==> src/rtl/imem_loader.sv <==
// imem_loader: receives a framed byte stream and writes 32-bit instruction
// words into the program BRAM write port. The CPU is held in reset until a
// frame passes its checksum.
//
// Frame: N (16-bit, LSB first) | 4N data bytes (little-endian words) | XOR byte
//
// Ports:
//   sysclk      system clock, rising edge
//   rst         synchronous active-high reset
//   load_start  one-cycle request to begin a frame (IDLE/DONE/ERR only)
//   in_valid    in_data holds a byte
//   in_data     stream byte
//   in_ready    loader accepts a byte this cycle
//   wr_addr     BRAM write byte address (word aligned)
//   ram_in      BRAM write data
//   byte_w_en   BRAM byte write enables
//   cpu_rst     CPU reset hold, active high
//   busy        frame in progress
//   done        sticky: last frame loaded successfully
//   error       sticky: last frame failed
module imem_loader #(
  parameter int unsigned ADDR_WIDTH = 12,
  parameter int unsigned MAX_WORDS  = 1024
) (
  input  logic                  sysclk,
  input  logic                  rst,
  input  logic                  load_start,
  input  logic                  in_valid,
  input  logic [7:0]            in_data,
  output logic                  in_ready,
  output logic [ADDR_WIDTH-1:0] wr_addr,
  output logic [31:0]           ram_in,
  output logic [3:0]            byte_w_en,
  output logic                  cpu_rst,
  output logic                  busy,
  output logic                  done,
  output logic                  error
);

  typedef enum logic [2:0] {
    IDLE, HDR0, HDR1, DATA, WRITE, CHK, DONE, ERR
  } state_t;

  state_t      state, state_nxt;
  logic [7:0]  n_lo;
  logic [15:0] n_words;
  logic [15:0] word_idx;
  logic [1:0]  byte_idx;
  logic [7:0]  acc;
  logic [31:0] word_asm;

  logic        take;
  logic [15:0] n_hdr;
  logic [31:0] word_nxt;

  always_comb begin
    take     = in_valid && in_ready;
    n_hdr    = {in_data, n_lo};
    // Bytes shift in from the top so the first byte ends up in [7:0].
    word_nxt = {in_data, word_asm[31:8]};
  end

  always_comb begin
    state_nxt = state;
    case (state)
      IDLE, DONE, ERR: if (load_start) state_nxt = HDR0;
      HDR0:  if (take) state_nxt = HDR1;
      HDR1: begin
        if (take) begin
          if (32'(n_hdr) > MAX_WORDS) state_nxt = ERR;
          else if (n_hdr == 16'd0)    state_nxt = CHK;
          else                        state_nxt = DATA;
        end
      end
      DATA:  if (take && byte_idx == 2'd3) state_nxt = WRITE;
      WRITE: state_nxt = (word_idx + 16'd1 == n_words) ? CHK : DATA;
      CHK:   if (take) state_nxt = (in_data == acc) ? DONE : ERR;
      default: state_nxt = IDLE;
    endcase
  end

  // Outputs are registered from the next state so they line up with the
  // state they describe, starting in the cycle the state is entered.
  always_ff @(posedge sysclk) begin
    if (rst) begin
      state     <= IDLE;
      in_ready  <= 1'b0;
      wr_addr   <= '0;
      ram_in    <= '0;
      byte_w_en <= '0;
      cpu_rst   <= 1'b1;
      busy      <= 1'b0;
      done      <= 1'b0;
      error     <= 1'b0;
      n_lo      <= '0;
      n_words   <= '0;
      word_idx  <= '0;
      byte_idx  <= '0;
      acc       <= '0;
      word_asm  <= '0;
    end else begin
      state     <= state_nxt;
      in_ready  <= state_nxt inside {HDR0, HDR1, DATA, CHK};
      busy      <= state_nxt inside {HDR0, HDR1, DATA, WRITE, CHK};
      byte_w_en <= (state_nxt == WRITE) ? 4'hF : 4'h0;
      done      <= (state_nxt == DONE);
      error     <= (state_nxt == ERR);
      cpu_rst   <= (state_nxt != DONE);

      case (state)
        IDLE, DONE, ERR: begin
          if (load_start) begin
            word_idx <= '0;
            byte_idx <= '0;
            acc      <= '0;
          end
        end
        HDR0: if (take) n_lo <= in_data;
        HDR1: if (take) n_words <= n_hdr;
        DATA: begin
          if (take) begin
            word_asm <= word_nxt;
            acc      <= acc ^ in_data;
            byte_idx <= byte_idx + 2'd1;
            if (byte_idx == 2'd3) begin
              ram_in  <= word_nxt;
              wr_addr <= ADDR_WIDTH'({word_idx, 2'b00});
            end
          end
        end
        WRITE: word_idx <= word_idx + 16'd1;
        default: ;
      endcase
    end
  end

endmodule
==> config.mk <==
export PLATFORM = sky130hd
export DESIGN_NAME = imem_loader
export DESIGN_NICKNAME = d
export VERILOG_FILES = /design/src/rtl/imem_loader.sv
export SDC_FILE = /design/constraint.sdc
export NUM_CORES = 1
export LEC_CHECK = 0
export BUFFER_PORTS_ARGS = -buffer_cell sky130_fd_sc_hd__buf_2
export CELL_PAD_IN_SITES_DETAIL_PLACEMENT = 1
export CELL_PAD_IN_SITES_GLOBAL_PLACEMENT = 1
export CORE_MARGIN = 4
export CORE_UTILIZATION = 43
export DETAILED_ROUTE_END_ITERATION = 6
export GPL_TIMING_DRIVEN = 1
export PLACE_DENSITY_LB_ADDON = 0.12
export SLEW_MARGIN = 20
export SYNTH_ARGS = -nofsm -noshare
export SYNTH_HDL_FRONTEND = slang
export SYNTH_SLANG_ARGS = --single-unit
==> constraint.sdc <==
create_clock -name sysclk -period 2.47 [get_ports sysclk]
set_input_delay 0.247 -clock sysclk [delete_from_list [all_inputs] [get_ports sysclk]]
set_output_delay 0.247 -clock sysclk [all_outputs]
set_load 0.01 [all_outputs]
After elaboration in Yosys (flattened, before gate mapping)
Cells that the tools add are included.
{"block": "word_totals", "ff_bits": 136, "latch_bits": 0, "ramBits": 0, "romBits": 0, "inputBits": 12, "output_inout_bits": 53, "n_memories": 0}
{"block": "classes", "add_sub_neg": 2, "mul": 0, "n_div": 0, "order_cmp": 1, "n_eq_ne": 20, "shifts": 0, "mux": 19, "bitwise": 1, "n_reduce_logical": 15}
{"operator": "16-bit one-hot mux with 2 select lines", "n": 1}
{"operator": "3-bit == test, second input constant", "n": 8}
{"operator": "3-bit 2-to-1 mux", "n": 8}
{"operator": "3-bit one-hot mux with 6 select lines", "n": 1}
{"operator": "16-bit by 1-bit adder with 16-bit output, second input constant", "n": 1}
{"operator": "16-bit == test", "n": 1}
{"operator": "16-bit by 11-bit > comparator with 1-bit output, second input constant", "n": 1}
{"operator": "16-bit logical NOT", "n": 1}
{"operator": "16-bit 2-to-1 mux", "n": 1}
{"operator": "8-bit 2-to-1 mux", "n": 2}
{"operator": "8-bit one-hot mux with 2 select lines", "n": 1}
{"operator": "3-bit by 2-bit == test with 1-bit output, second input constant", "n": 4}
{"operator": "8-bit == test", "n": 1}
{"operator": "2-bit AND reduction", "n": 4}
{"operator": "8-bit bitwise XOR", "n": 1}
{"operator": "3-bit by 1-bit == test with 1-bit output, second input constant", "n": 2}
{"operator": "3-bit AND reduction", "n": 2}
{"operator": "5-bit nonzero test", "n": 1}
{"operator": "2-bit 2-to-1 mux", "n": 2}
{"operator": "4-bit 2-to-1 mux", "n": 1}
{"operator": "2-bit inequality test, second input constant", "n": 2}
{"operator": "2-bit one-hot mux with 2 select lines", "n": 1}
{"operator": "2-bit nonzero test", "n": 2}
{"operator": "4-bit nonzero test", "n": 1}
{"operator": "7 further kinds", "n": 8}

Logic depth before layout (Yosys ltp)
{"block": "logic_depth", "ltp_word": 7, "mapped_depth": 8}

Least setup slack after synthesis
OpenSTA, ideal clock, no wires.
{"block": "synth_path", "path_type": "register to register", "startpoint": "register word_idx[1]", "endpoint": "register state[1]", "arrival_time_ns": 2.007, "t_required_ns": 2.338, "setup_slack_ns": 0.331, "path_stages_with_launch": 8, "n_path_buf": 0, "period_less_slack_ns": 2.139, "cell_sequence": "dfxtp_1 > ha_1 > nand3_2 > nor4_2 > mux2i_1 > nor4b_1 > a31o_2 > a21oi_1"}
{"block": "synth_between", "elab_chain_len": 4}
{"item": "start, declared", "line": "47", "source": "logic [15:0] word_idx;"}
{"item": "start signal, assigned", "line": "131", "source": "WRITE: word_idx <= word_idx + 16'd1;"}
{"item": "16-bit by 1-bit adder with 16-bit output", "line": "76", "source": "WRITE: state_nxt = (word_idx + 16'd1 == n_words) ? CHK : DATA;"}
{"item": "16-bit == test", "line": "76"}
{"item": "3-bit 2-to-1 mux", "line": "76"}
{"item": "3-bit one-hot mux with 6 select lines", "line": "65", "source": "case (state)"}
{"item": "end signal, assigned", "line": "102", "source": "state <= state_nxt;"}
{"item": "end, declared", "line": "44", "source": "state_t state, state_nxt;"}
Every way passes these cells.
A chain may end at the register's enable or synchronous reset.

Final worst setup path
{"block": "layout_path", "startpoint": "register word_idx[0]", "endpoint": "register byte_w_en[2]"}
{"block": "layout_between", "elab_chain_len": 6}
{"item": "16-bit by 1-bit adder with 16-bit output", "line": "76"}
{"item": "16-bit == test", "line": "76"}
{"item": "3-bit 2-to-1 mux", "line": "76"}
{"item": "3-bit one-hot mux with 6 select lines", "line": "65"}
{"item": "3-bit == test", "line": "105", "source": "byte_w_en <= (state_nxt == WRITE) ? 4'hF : 4'h0;"}
{"item": "4-bit 2-to-1 mux", "line": "105"}
{"item": "end signal, assigned", "line": "105"}
{"item": "end, declared", "line": "33", "source": "output logic [3:0] byte_w_en,"}
Every way passes these cells.

==> run summary <==
The run finished with clean final reports. TritonCTS built the clock tree. Based on the critical path, the design can be clocked at up to 430.5 MHz. In this run the number of H-tree levels came out at 4. The hold-fix buffer count after cts was 0. The post-synthesis to final-layout area growth came out at 20.28%. Of the total power, registers draw 43.1%. For the worst-skew pair, the clock arrives at the later sink with an insertion delay of 0.42 ns.

In this run the core area contains 41 standard-cell rows. In the final timing run, aggregate negative setup slack is 0 ns. After detailed routing, the total wire length is 16,620 µm. In the finished design, the share of the clock period the worst path needs comes to 94.05%. Counting the buffers created by CTS gives 17. The number of unique standard cell types used by synthesis was 63; the violation count after the first detailed-routing iteration was 374. The total half-perimeter wirelength after legalization and detailed placement was 11,560 µm; the worst clock skew was 0.005939 ns. Global routing finished with a remaining overflow of 0. The critical path launch point type is a flip-flop. The starting density of the core is 44.06%. The critical path endpoint category was a flip-flop. The standby leakage power is 2.502 nW, and the combined global-route utilization of all metal layers is 23.31%.

The largest single stage delay on the critical path is 0.45 ns. Portion of the post-synthesis area used by sequential elements: 44.82%. After clock tree synthesis, the clock-pin slew on the worst setup and hold paths is 0.05 ns. The floorplan step set the die height to 121.9 µm.

The number of flops mapped to enable cells by yosys came out at 0. The critical path goes through ha_1 -> and3_1 -> nand3_1 -> a2111o_1 -> nor4b_2 -> buf_4 -> nand4_1 -> a21oi_1. The fraction of synthesis flops using an asynchronous set or reset pin works out to 0%. Setup slack on the critical path of the routed design comes to 0.1470 ns. During placement, the flow inserted port buffers numbering 62. After detailed routing, the number of remaining DRC violations is 0. At the pin with the least slew margin, the transition time is 0.7005 ns.

The wire length of the first global-routing pass is 26,960 µm, and the switching share of total power is 22.48%. The number of antenna violations at the first check in global routing is 0. The library cell used as clock root buffer was sky130_fd_sc_hd__clkbuf_16. Max-cap violations in this run came to 0. The placer congestion estimate came out at 0.9171.

The maximum fanout along the worst path is 4. The count of boundary I/O pins is 65. In the final design database the tool counted 785 nets. Setup violations remaining at the end of the flow were counted as 0. The repair_antennas step left the layout with diodes totalling 0. The final antenna-violating net count is 0. The run gives 360.2 µV as the maximum vdd ir drop. The design draws 0.004759 W. The analysis attributes to net switching a power of 0.001070 W.

Detailed routing inserted a total of 5,201 vias. After detailed placement, the total cell area comes to 6096 µm². The clock network is responsible for 52.2% of the overall power. Averaged over all synthesized cells, the footprint is 7.852 µm². During synthesis, Yosys emitted a total of 0 warnings. Entering global routing, the biggest net connects 75 pins. Combinational cells account for 4.6% of the total power.

The pre-CTS setup slack is 0.1282 ns, and the register bit total from synthesis is 125. The number of failing hold endpoints at the final stage was 0. For the cell internal power dissipation, the log shows 0.003689 W.

The proportion of layout cells with a drive suffix above 1 is 19.41%, and the fill cell instance count of the final layout is 1,594. The number of sinks driven by the clock tree is 125, and the die outline area is 14,870 µm². Synthesis produced a netlist whose cell count is 711. The tools report the iteration count of the initial detailed-routing pass as 4. The worst pin sits at a relative slew slack of 53.19%. In this run the horizontal extent of the chip is 121.9 µm. The cell area after synthesis was 5583 µm². The worst hold path belongs to the class input pin to flip-flop. The tools report the final number of max-transition violations as 0.

The floorplan step defined a core boundary enclosing 12,670 µm². Setup repair after global routing left no endpoint under its margin. After routing the design area is 6715 µm².

The setup path with the least slack is of type flip-flop to flip-flop. Counting I/O delays and the setup requirement, the final critical path takes 2.323 ns. The buffer levels on the longest clock path is 2, and the wire length per cell is 17.40 µm. The average via count per standard cell was 5.446; the total power density per cell area was 708.7 nW/µm². The run gives 2.67 ns as the worst path arrival time.

For this run, the leading register cell type out of synthesis is sky130_fd_sc_hd__dfxtp_1. The library cell contributing the largest single delay on the critical path is sky130_fd_sc_hd__a2111o_1. The data required time at the worst endpoint is 2.81 ns, and the via count of the first global-routing pass is 5,268.
-- sequential cells by signal (all words and copies together), names as in the netlist, 2 cells and up --
register / flops
n_words: 16
ram_in: 32
byte_idx: 2
word_asm: 24
n_lo: 8
wr_addr: 10
state: 3
word_idx: 16
acc: 8
-- final cells by class --
type                    count  area, µm²  share of cell area, %
inverters                   9      33.78                 0.5031
clock inverters             9      111.4                  1.658
multi-input cells         522       2773                  41.29
repair buffers             96      593.1                  8.832
well taps                 172      215.2                  3.205
flip-flops and latches    125       2505                  37.30
clock buffers              22      484.2                  7.211
-- layout by cell type (no fill, tap or decap), types with 12 or more instances in the layout --
| cell | instances |
|---|---|
| sky130_fd_sc_hd__nand2_1 | 187 |
| sky130_fd_sc_hd__dfxtp_1 | 123 |
| sky130_fd_sc_hd__a21oi_1 | 111 |
| sky130_fd_sc_hd__buf_2 | 61 |
| sky130_fd_sc_hd__nor2_1 | 50 |
| sky130_fd_sc_hd__buf_4 | 33 |
| sky130_fd_sc_hd__o21ai_0 | 23 |
| sky130_fd_sc_hd__clkbuf_16 | 17 |
| sky130_fd_sc_hd__xnor2_1 | 16 |
| sky130_fd_sc_hd__nand3_1 | 12 |
-- critical path, delay by kind of cell (launching register included) --
family,cells,cell delay [ns]
adders and majority gates,1,0.23
DFF,1,0.34
and+or+nand+nor,4,0.85
AOI/OAI and AO/OA,2,0.66
buffers and inverters,1,0.17
-- logic make-up after synthesis --
| kind of cell | share of synthesized area (%) |
|---|---|
| flip-flops | 44.82 |
| adder cells (fa/ha/maj) | 0.4482 |
| AO/OA/AOI/OAI | 16.90 |
| AND/OR/NAND/NOR | 25.80 |
| other | 0.06717 |
| multiplexers | 1.972 |
| buffers and inverters | 5.961 |
| XOR/XNOR | 4.034 |
-- cell usage after synthesis (all sizes together) (2+ instances only) --
cell type    n  share of area [%]
nor3        11               0.99
o21ai       24                2.2
dfxtp      125                 45
ha           2               0.45
or2          9                1.0
xnor2       16                2.5
mux2i       11                2.0
nand2b       4               0.45
nor2b        3               0.34
o211a        2               0.36
inv          9               0.61
nand2      187                 13
and3         6               0.69
or4          2               0.34
a21oi      111                 10
nand3       14                1.4
or3          5               0.56
clkbuf      34                2.6
o31a         2               0.31
nor4        11                1.8
a31oi        3               0.34
a22oi        3               0.40
o211ai       2               0.27
xor2         7                1.1
buf         21                2.1
a311oi       3               0.47
nand4       10                1.2
nor2        50                3.4
-- final timing paths --
check / start / end / slack [ns] / cells after the start
min reg2reg: ram_in[24] / ram_in[24] / 0.45 / 2
max reg2reg: word_idx[0] / byte_w_en[2] / 0.15 / 8
min: in_data[2] / ram_in[26] / 0.17 / 3
max: word_idx[0] / byte_w_en[2] / 0.15 / 8
-- layer usage --
| metal | wire length (µm) | share of wire, % | GRT usage [%] |
|---|---|---|---|
| met1 | 7413 | 45 | 29.40 |
| met2 | 8157 | 49 | 39.64 |
| met3 | 758 | 4.6 | 4.550 |
| met4 | 286 | 1.7 | 8.473 |
| met5 | 0 | 0 | 0 |
-- metrics by stage --
stage | util, % | hold slack, ns | cells
2_1_floorplan | - | 0.3830 | 712
3_3_place_gp | 48.11 | 0.4412 | 924
3_5_place_dp | 48.11 | 0.4465 | 924
4_1_cts | 52.81 | 0.1562 | 955
5_1_grt | 53.00 | 0.1830 | 955
6_report | 53.00 | 0.1749 | 955
-- power groups by stage --
stage | clock network [W] | registers [W] | logic [W]
2_1_floorplan | 0 | 0.00209 | 0.000155
3_3_place_gp | 0 | 0.00209 | 0.000213
3_5_place_dp | 0 | 0.00209 | 0.000219
4_1_cts | 0.00252 | 0.00205 | 0.000221
5_1_grt | 0.00262 | 0.00205 | 0.000241
6_report | 0.00249 | 0.00205 | 0.000221
-- timing repair --
item | CTS | global route
endpoints found under the setup margin | 0 | 6
setup buffers | 0 | 0
gates resized for setup | 0 | 5
Power figures use the tool's default switching activity.
